File: src/rtl/conv3x3_tm_multich.sv
// Multi-channel, multi-filter 3x3 convolution engine built around one time-multiplexed MAC.
// Pixels stream through per-channel line buffers; weights and biases come from external synchronous ROMs.
module conv3x3_tm_multich #(
  parameter int unsigned DATA_WIDTH  = 8,
  parameter int unsigned ACC_WIDTH   = 24,
  parameter int unsigned IMG_WIDTH   = 28,
  parameter int unsigned IMG_HEIGHT  = 28,
  parameter int unsigned IN_CH       = 1,
  parameter int unsigned NUM_FILTERS = 32,
  parameter int unsigned SHIFT       = 0,
  parameter int unsigned RELU        = 0,
  parameter int unsigned WADDR_W     = 15,
  parameter int unsigned FADDR_W     = 5
) (
  input  logic                        clk,
  input  logic                        rst_n,
  input  logic                        in_valid,
  output logic                        in_ready,
  input  logic [IN_CH*DATA_WIDTH-1:0] pixel_in,
  output logic [WADDR_W-1:0]          w_addr,
  input  logic [DATA_WIDTH-1:0]       w_data,
  output logic [FADDR_W-1:0]          b_addr,
  input  logic [DATA_WIDTH-1:0]       b_data,
  output logic                        out_valid,
  input  logic                        out_ready,
  output logic [DATA_WIDTH-1:0]       pixel_out,
  output logic [FADDR_W-1:0]          filter_out,
  output logic                        frame_done
);

  localparam int unsigned DW       = DATA_WIDTH;
  localparam int unsigned AW       = ACC_WIDTH;
  localparam int unsigned N_TAPS   = IN_CH * 9;
  localparam int unsigned CNT_W    = $clog2(N_TAPS + 1);
  localparam int unsigned LB_DEPTH = 2 * IMG_WIDTH + 2;
  localparam int unsigned COL_W    = $clog2(IMG_WIDTH + 1);
  localparam int unsigned ROW_W    = $clog2(IMG_HEIGHT + 1);

  localparam logic signed [AW-1:0] SAT_MAX = AW'((2 ** (DW - 1)) - 1);
  localparam logic signed [AW-1:0] SAT_MIN = AW'(-(2 ** (DW - 1)));

  typedef enum logic [1:0] {S_IDLE, S_MAC, S_BIAS, S_EMIT} state_t;

  state_t                 state_q, state_d;
  logic [COL_W-1:0]       col_q;
  logic [ROW_W-1:0]       row_q;
  logic [FADDR_W-1:0]     f_q, f_d;
  logic [CNT_W-1:0]       cnt_q, cnt_d;
  logic signed [AW-1:0]   acc_q, acc_d;
  logic                   last_win_q, last_win_d;

  logic                   in_ready_d, out_valid_d, frame_done_d;
  logic [DW-1:0]          pixel_out_d;
  logic [FADDR_W-1:0]     filter_out_d, b_addr_d;
  logic [WADDR_W-1:0]     w_addr_d;

  logic                   xfer_c, win_c, rot_c;
  logic [DW-1:0]          lb     [IN_CH][LB_DEPTH];
  logic [DW-1:0]          line_c [IN_CH][LB_DEPTH+1];
  logic signed [DW-1:0]   patch  [N_TAPS];
  logic signed [2*DW-1:0] prod_c;
  logic signed [AW-1:0]   sum_c, shift_c;
  logic [DW-1:0]          requant_c;

  assign xfer_c = in_valid && in_ready;
  assign win_c  = xfer_c && (row_q >= ROW_W'(2)) && (col_q >= COL_W'(2));

  // Raster position of the next incoming beat
  always_ff @(posedge clk or negedge rst_n) begin
    if (!rst_n) begin
      col_q <= '0;
      row_q <= '0;
    end else if (xfer_c) begin
      if (col_q == COL_W'(IMG_WIDTH - 1)) begin
        col_q <= '0;
        row_q <= (row_q == ROW_W'(IMG_HEIGHT - 1)) ? '0 : row_q + 1'b1;
      end else begin
        col_q <= col_q + 1'b1;
      end
    end
  end

  // Element k of line_c is the beat k transfers before the current one (k=0 is the current beat)
  always_comb begin
    for (int c = 0; c < int'(IN_CH); c++) begin
      line_c[c][0] = pixel_in[c*DW +: DW];
      for (int k = 0; k < int'(LB_DEPTH); k++) line_c[c][k+1] = lb[c][k];
    end
  end

  // Line buffers and window patch hold data only, so they carry no reset.
  // The patch rotates one tap per MAC step and is back in order after each filter.
  always_ff @(posedge clk) begin
    if (xfer_c) begin
      for (int c = 0; c < int'(IN_CH); c++) begin
        lb[c][0] <= pixel_in[c*DW +: DW];
        for (int k = 1; k < int'(LB_DEPTH); k++) lb[c][k] <= lb[c][k-1];
      end
    end
    if (win_c) begin
      for (int c = 0; c < int'(IN_CH); c++)
        for (int i = 0; i < 3; i++)
          for (int j = 0; j < 3; j++)
            patch[c*9 + i*3 + j] <= line_c[c][(2 - i) * int'(IMG_WIDTH) + (2 - j)];
    end else if (rot_c) begin
      for (int k = 0; k < int'(N_TAPS) - 1; k++) patch[k] <= patch[k+1];
      patch[N_TAPS-1] <= patch[0];
    end
  end

  assign prod_c = patch[0] * $signed(w_data);

  // Bias add, arithmetic shift, saturation and optional ReLU
  always_comb begin
    sum_c   = acc_q + {{(AW - DW){b_data[DW-1]}}, b_data};
    shift_c = sum_c >>> SHIFT;
    if (RELU != 0 && shift_c < 0)  requant_c = '0;
    else if (shift_c > SAT_MAX)    requant_c = SAT_MAX[DW-1:0];
    else if (shift_c < SAT_MIN)    requant_c = SAT_MIN[DW-1:0];
    else                           requant_c = shift_c[DW-1:0];
  end

  always_comb begin
    state_d      = state_q;
    f_d          = f_q;
    cnt_d        = cnt_q;
    acc_d        = acc_q;
    last_win_d   = last_win_q;
    in_ready_d   = in_ready;
    out_valid_d  = out_valid;
    pixel_out_d  = pixel_out;
    filter_out_d = filter_out;
    frame_done_d = 1'b0;
    w_addr_d     = w_addr;
    b_addr_d     = b_addr;
    rot_c        = 1'b0;
    case (state_q)
      S_IDLE: begin
        if (win_c) begin
          state_d    = S_MAC;
          in_ready_d = 1'b0;
          f_d        = '0;
          cnt_d      = '0;
          w_addr_d   = '0;
          b_addr_d   = '0;
          last_win_d = (row_q == ROW_W'(IMG_HEIGHT - 1)) && (col_q == COL_W'(IMG_WIDTH - 1));
        end
      end
      S_MAC: begin
        cnt_d = cnt_q + 1'b1;
        // Weight data lags its address by one cycle, so step 0 only clears
        if (cnt_q == '0) begin
          acc_d = '0;
        end else begin
          acc_d = acc_q + {{(AW - 2*DW){prod_c[2*DW-1]}}, prod_c};
          rot_c = 1'b1;
        end
        if (cnt_q < CNT_W'(N_TAPS - 1)) w_addr_d = w_addr + 1'b1;
        if (cnt_q == CNT_W'(N_TAPS)) state_d = S_BIAS;
      end
      S_BIAS: begin
        state_d      = S_EMIT;
        out_valid_d  = 1'b1;
        pixel_out_d  = requant_c;
        filter_out_d = f_q;
      end
      S_EMIT: begin
        if (out_ready) begin
          out_valid_d = 1'b0;
          if (f_q < FADDR_W'(NUM_FILTERS - 1)) begin
            state_d  = S_MAC;
            f_d      = f_q + 1'b1;
            cnt_d    = '0;
            w_addr_d = w_addr + 1'b1;  // last tap of f is followed by tap 0 of f+1
            b_addr_d = f_q + 1'b1;
          end else begin
            state_d      = S_IDLE;
            in_ready_d   = 1'b1;
            frame_done_d = last_win_q;
          end
        end
      end
      default: state_d = S_IDLE;
    endcase
  end

  always_ff @(posedge clk or negedge rst_n) begin
    if (!rst_n) begin
      state_q    <= S_IDLE;
      f_q        <= '0;
      cnt_q      <= '0;
      acc_q      <= '0;
      last_win_q <= 1'b0;
      in_ready   <= 1'b1;
      out_valid  <= 1'b0;
      pixel_out  <= '0;
      filter_out <= '0;
      frame_done <= 1'b0;
      w_addr     <= '0;
      b_addr     <= '0;
    end else begin
      state_q    <= state_d;
      f_q        <= f_d;
      cnt_q      <= cnt_d;
      acc_q      <= acc_d;
      last_win_q <= last_win_d;
      in_ready   <= in_ready_d;
      out_valid  <= out_valid_d;
      pixel_out  <= pixel_out_d;
      filter_out <= filter_out_d;
      frame_done <= frame_done_d;
      w_addr     <= w_addr_d;
      b_addr     <= b_addr_d;
    end
  end

endmodule

File: config.mk
export PLATFORM = sky130hd
export DESIGN_NAME = conv3x3_tm_multich
export DESIGN_NICKNAME = d
export VERILOG_FILES = /design/src/rtl/conv3x3_tm_multich.sv
export SDC_FILE = /design/constraint.sdc
export NUM_CORES = 1
export LEC_CHECK = 0
export CORE_MARGIN = 2
export CORE_UTILIZATION = 60
export CTS_BUF_LIST = sky130_fd_sc_hd__clkbuf_16
export CTS_CLUSTER_DIAMETER = 50
export DETAILED_ROUTE_END_ITERATION = 10
export DONT_BUFFER_PORTS = 1
export GPL_TIMING_DRIVEN = 0
export PLACE_DENSITY = 0.87
export SLEW_MARGIN = 10
export SYNTH_ARGS = -nofsm -noshare
export SYNTH_HDL_FRONTEND = slang
export SYNTH_SLANG_ARGS = --single-unit
export TNS_END_PERCENT = 100
File: constraint.sdc
create_clock -name clk -period 15.88 [get_ports clk]
set_input_delay 1.588 -clock clk [delete_from_list [all_inputs] [get_ports clk]]
set_output_delay 1.588 -clock clk [all_outputs]
set_load 0.1 [all_outputs]
[Word level (Yosys, flattened, before mapping)]
Memories as Yosys holds them, arrays and structs flattened.
Cells that the tools add are included.
Word-level totals
  bits of input ports: 28
  word-level logic and storage cells: 117
  flip-flop bits (word level): 77
  output and inout bits: 36
  bits in writable memories: 536
  memories kept: 2
Operators by class
  muxes and demuxes: 50
  equality and inequality tests: 12
  multiply operators: 1
  order comparisons: 6
  reductions and logical operators: 17
  bitwise operators: 9
  add/subtract/negate cells: 7
Memory list
  lb: depth 1, bits a word 464, read ports 1, clocked after Yosys merged registers in 0, write ports 58, line 58  | logic [DW-1:0] lb [IN_CH][LB_DEPTH];
  patch: depth 9, bits a word 8, read ports 9, clocked after Yosys merged registers in 0, write ports 9, line 60  | logic signed [DW-1:0] patch [N_TAPS];
Operator list (number)
  8-bit two-way mux: 11
  15-bit two-way mux: 4
  24-bit adder: 2
  15-bit case mux with 3 select lines: 1
  5-bit two-way mux: 5
  24-bit by 8-bit greater-than comparator with 1-bit output, second input constant: 1
  24-bit by 8-bit < comparator with 1-bit output, second input constant: 1
  24-bit two-way mux: 1
  1-bit two-way mux: 17
  8-bit by 8-bit multiplier with 16-bit output: 1
  15-bit by 1-bit adder with 15-bit output, second input constant: 1
  5-bit by 1-bit adder with 5-bit output, second input constant: 3
  4-bit two-way mux: 3
  2-bit != test, second input constant: 6
  4-bit case mux with 3 select lines: 1
  4-bit AND reduction: 3
  5-bit == test, second input constant: 2
  5-bit by 2-bit >= comparator with 1-bit output, second input constant: 2
  5-bit case mux with 2 select lines: 1
  1-bit bitwise OR: 9
  2-bit case mux with 4 select lines: 1
  2-bit two-way mux: 3
  2-bit AND reduction: 3
  5-bit < comparator, second input constant: 1
  other kinds (13): 19

[Longest topological paths before layout]
  word-level depth: 7
  mapped depth: 27
  mapped depth without buffers: 27

[Least setup slack after synthesis]
OpenSTA, ideal clock, no wires.
  kind: input -> register
  start point: in in_valid
  end point: reg row_q[3]
  data required time: 15812 ps
  stages: 6
  setup time: 68 ps
  path slack: 3456 ps
  path buffers: 0
  data arrival time: 12356 ps
  cells stage by stage: nand2_1 inv_1 nand2_1 nor3_1 a21o_1 a22o_1
On the way
  cells in the longest elaborated chain, start to end: 2
Ends and longest elaborated chain
  from (decl): line 17  | input logic in_valid,
  1-bit logical AND: line 65  | assign xfer_c = in_valid && in_ready;
  net xfer_c: line 57  | logic xfer_c, win_c, rot_c;
  2-bit AND reduction (no source line)
  to (signal assigned): line 76  | row_q <= (row_q == ROW_W'(IMG_HEIGHT - 1)) ? '0 : row_q + 1'b1;
  to (decl): line 46  | logic [ROW_W-1:0] row_q;
The timed path passes the listed nets, and every way through them passes these cells.
A chain may end at the register's enable or synchronous reset.

[Worst setup path after layout]
  start point: in w_data[3]
  end point: reg acc_q[23]
On the way
  cells in the longest elaborated chain, start to end: 3
Ends and longest elaborated chain
  from (decl): line 21  | input logic [DATA_WIDTH-1:0] w_data,
  8-bit by 8-bit multiplier with 16-bit output: line 111  | assign prod_c = patch[0] * $signed(w_data);
  24-bit adder: line 155  | acc_d = acc_q + {{(AW - 2*DW){prod_c[2*DW-1]}}, prod_c};
  24-bit two-way mux: line 152  | if (cnt_q == '0) begin
  to (signal assigned): line 192  | acc_q <= '0;
  to (signal assigned): line 205  | acc_q <= acc_d;
  to (decl): line 49  | logic signed [AW-1:0] acc_q, acc_d;
No other way between the ends.

==> results.yml <==
grt:
  grt_overflow_total: 0
  grt_antenna_before_repair: 2
  grt_start_max_net_pins: 131
  first_pass_grt_wire_length_um: 67200
  groute.usage.overall_pct: 19.5
  first_global_vias: 12700
placement:
  dp.cells: 2085
  dp_hpwl_um: 25600
  finalWeightedCongestion: 0.843
  buffer_ports.inserted: 0
synthesis:
  mappedNetlistArea_um2: 25300
  yosysUniqueCellTypes: 77
  synth.yosys.warnings: 0
  postSynth.topFlopCell: "edfxtp_1"
  synthesized_area_fraction_occupied_by_ao_oa_aoi_and_oai_cells_pct: 6.13
  postSynthNetCount: 1716
  synth_area_per_cell_um2: 16.4
  synth.ff_latch_count: 613
  postSynth.asyncResetShare_pct: 12.6
  synth_xor_xnor_area_share_pct: 2.18
  post_synth_mux_area_share_pct: 3.69
  synth_enable_flop_cells: 536
  dominant_combinational_cell_family_by_area_after_synthesis: "adder cells"
  synth_adder_area_share_pct: 8.93
  synthCells: 1542
  seq_area_frac_synth_pct: 71.4
  synthSimpleGateAreaFrac_pct: 5.59
clock_tree:
  cts-hold-fix-buffers: 0
  ctsLongestPathBuffers: 3
  post_cts.repair.setup_buffers: 0
  cts.sink_count: 613
  clk_latency_worst_skew_pair_ps: 600
  htree_num_levels: 2
  ctsResizeCount: 0
  cts_tree: "built"
  clk_root_buf: "clkbuf_16"
  cts.clk_slew.worst_paths_ps: 70
  cts_made_buffers: 58
sta:
  worst_pin_slew_ps: 1080
  whs_ps: 411
  clock_skew_ps: 23.6
  fin_tns_setup_ps: 0
  fin_crit_sh_pct: 46.8
  timing_max_transition_violations_final: 0
  max_clock_freq_ghz: 0.134
  hold_viol: 0
  post-route-min-period_ps: 7440
  finalSetupViolations: 0
  timing.slew.headroom_pct: 28.0
  grt_setup_unrepaired: "false"
setup_path:
  cp_startpoint_kind: "input port"
  cp_data_arrival_time_ps: 7950
  critPathMaxStageDelay_ps: 620
  crit_path_top_delay_cell: "fa_1"
  crit_type: "in2reg"
  critPathCaptureType: "register"
  cp_max_fo: 10
  required_time_at_the_endpoint_of_the_critical_path_ps: 16390
  worstPathCellList: "and2_1 -> fa_1 -> inv_1 -> fa_1 -> inv_1 -> fa_1 -> inv_1 -> fa_1 -> inv_1 -> ha_1 -> and3_1 -> a21oi_1 -> o211a_1 -> nor3_1 -> or2_2 -> ha_1 -> a21oi_1 -> nor2b_1 -> a211oi_1 -> a311o_1 -> or4b_1 -> a31o_1 -> a31oi_1"
route:
  detail_route.wl_per_cell_um: 19.3
  drc: 0
  drt_iter0_drc: 1079
  drt-vias-per-instance: 5.75
  routed_wl_um: 42300
  drt_pre_antenna_iters: 6
  route.vias.total: 12600
  antenna_violating_nets_post_route: 0
power_and_ir_drop:
  powerDensity_nw_per_um2: 111
  vdd_drop_max_mv: 0.145
  total_power_uw: 3100
  total_leakage_power_uw: 0.0101
floorplanning:
  num_rows: 75
  die_width_um: 209
  boundaryPins: 64
  floorplan.initialDensity_pct: 60.5
  design.die.area_um2: 43800
  floorplan_core_area_um2: 41800
  die_height_um: 209
cells_and_area:
  antenna_cells: 0
  fillerInstances: 2559
  areaGrowthSynthToFinish_pct: 10.4
  layout-drive-gt1-share_pct: 11.9
  fin_nets: 1780
  instances_no_fill: 2194
status:
  run_status: "finished, final reports clean"
worst_hold_path:
  holdCritPathClass: "reg2reg"
flow_run:
  maxCapViolations: 0
cell usage in the layout (no fill, tap or decap), types with 4 or more instances in the layout:
| master | Yosys | final |
|---|---|---|
| a21oi_1 | 44 | 44 |
| nor3_1 | 20 | 20 |
| o21ai_1 | 10 | 10 |
| o21a_1 | 7 | 7 |
| or2_2 | 8 | 8 |
| nand2b_1 | 10 | 10 |
| xnor2_1 | 35 | 35 |
| nor2_1 | 47 | 47 |
| a21o_1 | 14 | 14 |
| nand4_1 | 7 | 7 |
| and2_1 | 46 | 46 |
| nor2b_1 | 12 | 12 |
| nor4_1 | 4 | 4 |
| fa_1 | 57 | 57 |
| bufinv_16 | 0 | 4 |
| o21ai_0 | 53 | 53 |
| nand2_1 | 68 | 67 |
| or3_1 | 6 | 6 |
| o31ai_1 | 6 | 6 |
| o21bai_1 | 4 | 4 |
| clkinvlp_4 | 0 | 4 |
| clkinv_1 | 0 | 15 |
| xor2_1 | 26 | 26 |
| and3_1 | 5 | 5 |
| nand4b_1 | 4 | 4 |
| nand3_1 | 25 | 25 |
| clkbuf_16 | 0 | 58 |
| o22ai_1 | 8 | 8 |
| clkbuf_1 | 17 | 17 |
| o211ai_1 | 8 | 8 |
| ha_1 | 89 | 89 |
| a31oi_1 | 7 | 7 |
| a211oi_1 | 6 | 6 |
| inv_1 | 117 | 128 |
| clkinv_2 | 0 | 9 |
| a22o_1 | 22 | 22 |
| mux2_2 | 81 | 81 |
| dfrtp_1 | 76 | 76 |
| edfxtp_1 | 536 | 536 |
synthesized netlist by cell type (all sizes together), types with 18 or more instances:
master / instances / area share (%)
a21oi: 46 / 0.94
a22o: 22 / 0.76
and2: 46 / 1.1
clkbuf: 18 / 0.28
dfrtp: 76 / 7.5
edfxtp: 536 / 64
fa: 57 / 4.5
ha: 89 / 4.4
inv: 117 / 1.7
mux2: 81 / 3.6
nand2: 68 / 1.0
nand3: 25 / 0.50
nor2: 48 / 0.72
nor3: 20 / 0.40
o21ai: 64 / 1.3
xnor2: 35 / 1.2
xor2: 27 / 0.97
cell type report:
class	count	area (µm²)	area share, %
inverter	117	447	1.60
buffer	21	97.6	0.350
timing repair buffer	4	103	0.368
clock inverter	51	394	1.41
tap	539	674	2.42
clock buffer	58	1450	5.20
multi-input combinational	791	6710	24.0
sequential	613	18000	64.6
logic make-up after synthesis:
logic type,after synthesis
flops,613
simple gates,275
compound gates,225
fa+ha+maj,146
buf+inv,138
mux,83
xor+xnor,62
per-layer routing:
| layer | vias to the layer above | part of all wire, % | GRT usage [%] |
|---|---|---|---|
| met2 | 352 | 48 | 32.1 |
| li1 | 5854 | - | - |
| met1 | 6348 | 44 | 26.4 |
| met4 | 0 | 2.7 | 6.50 |
| met3 | 70 | 5.7 | 3.83 |
| met5 | - | 0 | 0 |
path summary, 6_finish.rpt:
path | startpoint | to | slack, ps | cells past startpoint
hold reg to reg | lb[0][220]$_DFFE_PP_ | lb[0][212]$_DFFE_PP_ | 410 | 0
min in group asynchronous | rst_n | w_addr[6]$_DFFE_PN0P_ | 680 | 0
setup reg to reg | patch[0][7]$_DFFE_PP_ | acc_q[23]$_DFFE_PN0P_ | 8750 | 24
setup / recovery | w_data[3] | acc_q[23]$_DFFE_PN0P_ | 8440 | 23
hold / removal | lb[0][220]$_DFFE_PP_ | lb[0][212]$_DFFE_PP_ | 410 | 0
max in group asynchronous | rst_n | in_ready$_DFFE_PN1P_ | 15020 | 0
sequential cells by signal, indices dropped and copies added (netlist names):
register    cells
lb            464
patch          72
acc_q          24
w_addr         15
pixel_out       8
b_addr          5
col_q           5
filter_out      5
row_q           5
cnt_q           4
state_q         2
frame_done      1
in_ready        1
last_win_q      1
out_valid       1
critical path: cells and delay by family:
family | cells | cell delay, ps
buf+inv | 4 | 290
compound gates | 7 | 1650
fa+ha+maj | 6 | 2940
simple gates | 6 | 1450
where the power goes:
group          total, µW  internal, µW  leakage (µW)  switching (µW)
logic               52.6          22.5       0.00349            30.0
registers           1730          1730       0.00564           0.364
clock network       1320           735      0.000937             585
stage by stage:
step                      setup slack, ps  util [%]  area, µm²
after floorplan                      3460         -      25300
after global placement                267      62.1      25900
after detailed placement             7910      62.4      26100
after CTS                            8460      66.8      27900
after global routing                 8020      66.8      27900
final                                8440      66.8      27900
No activity file was read; power rests on OpenSTA's default activity.
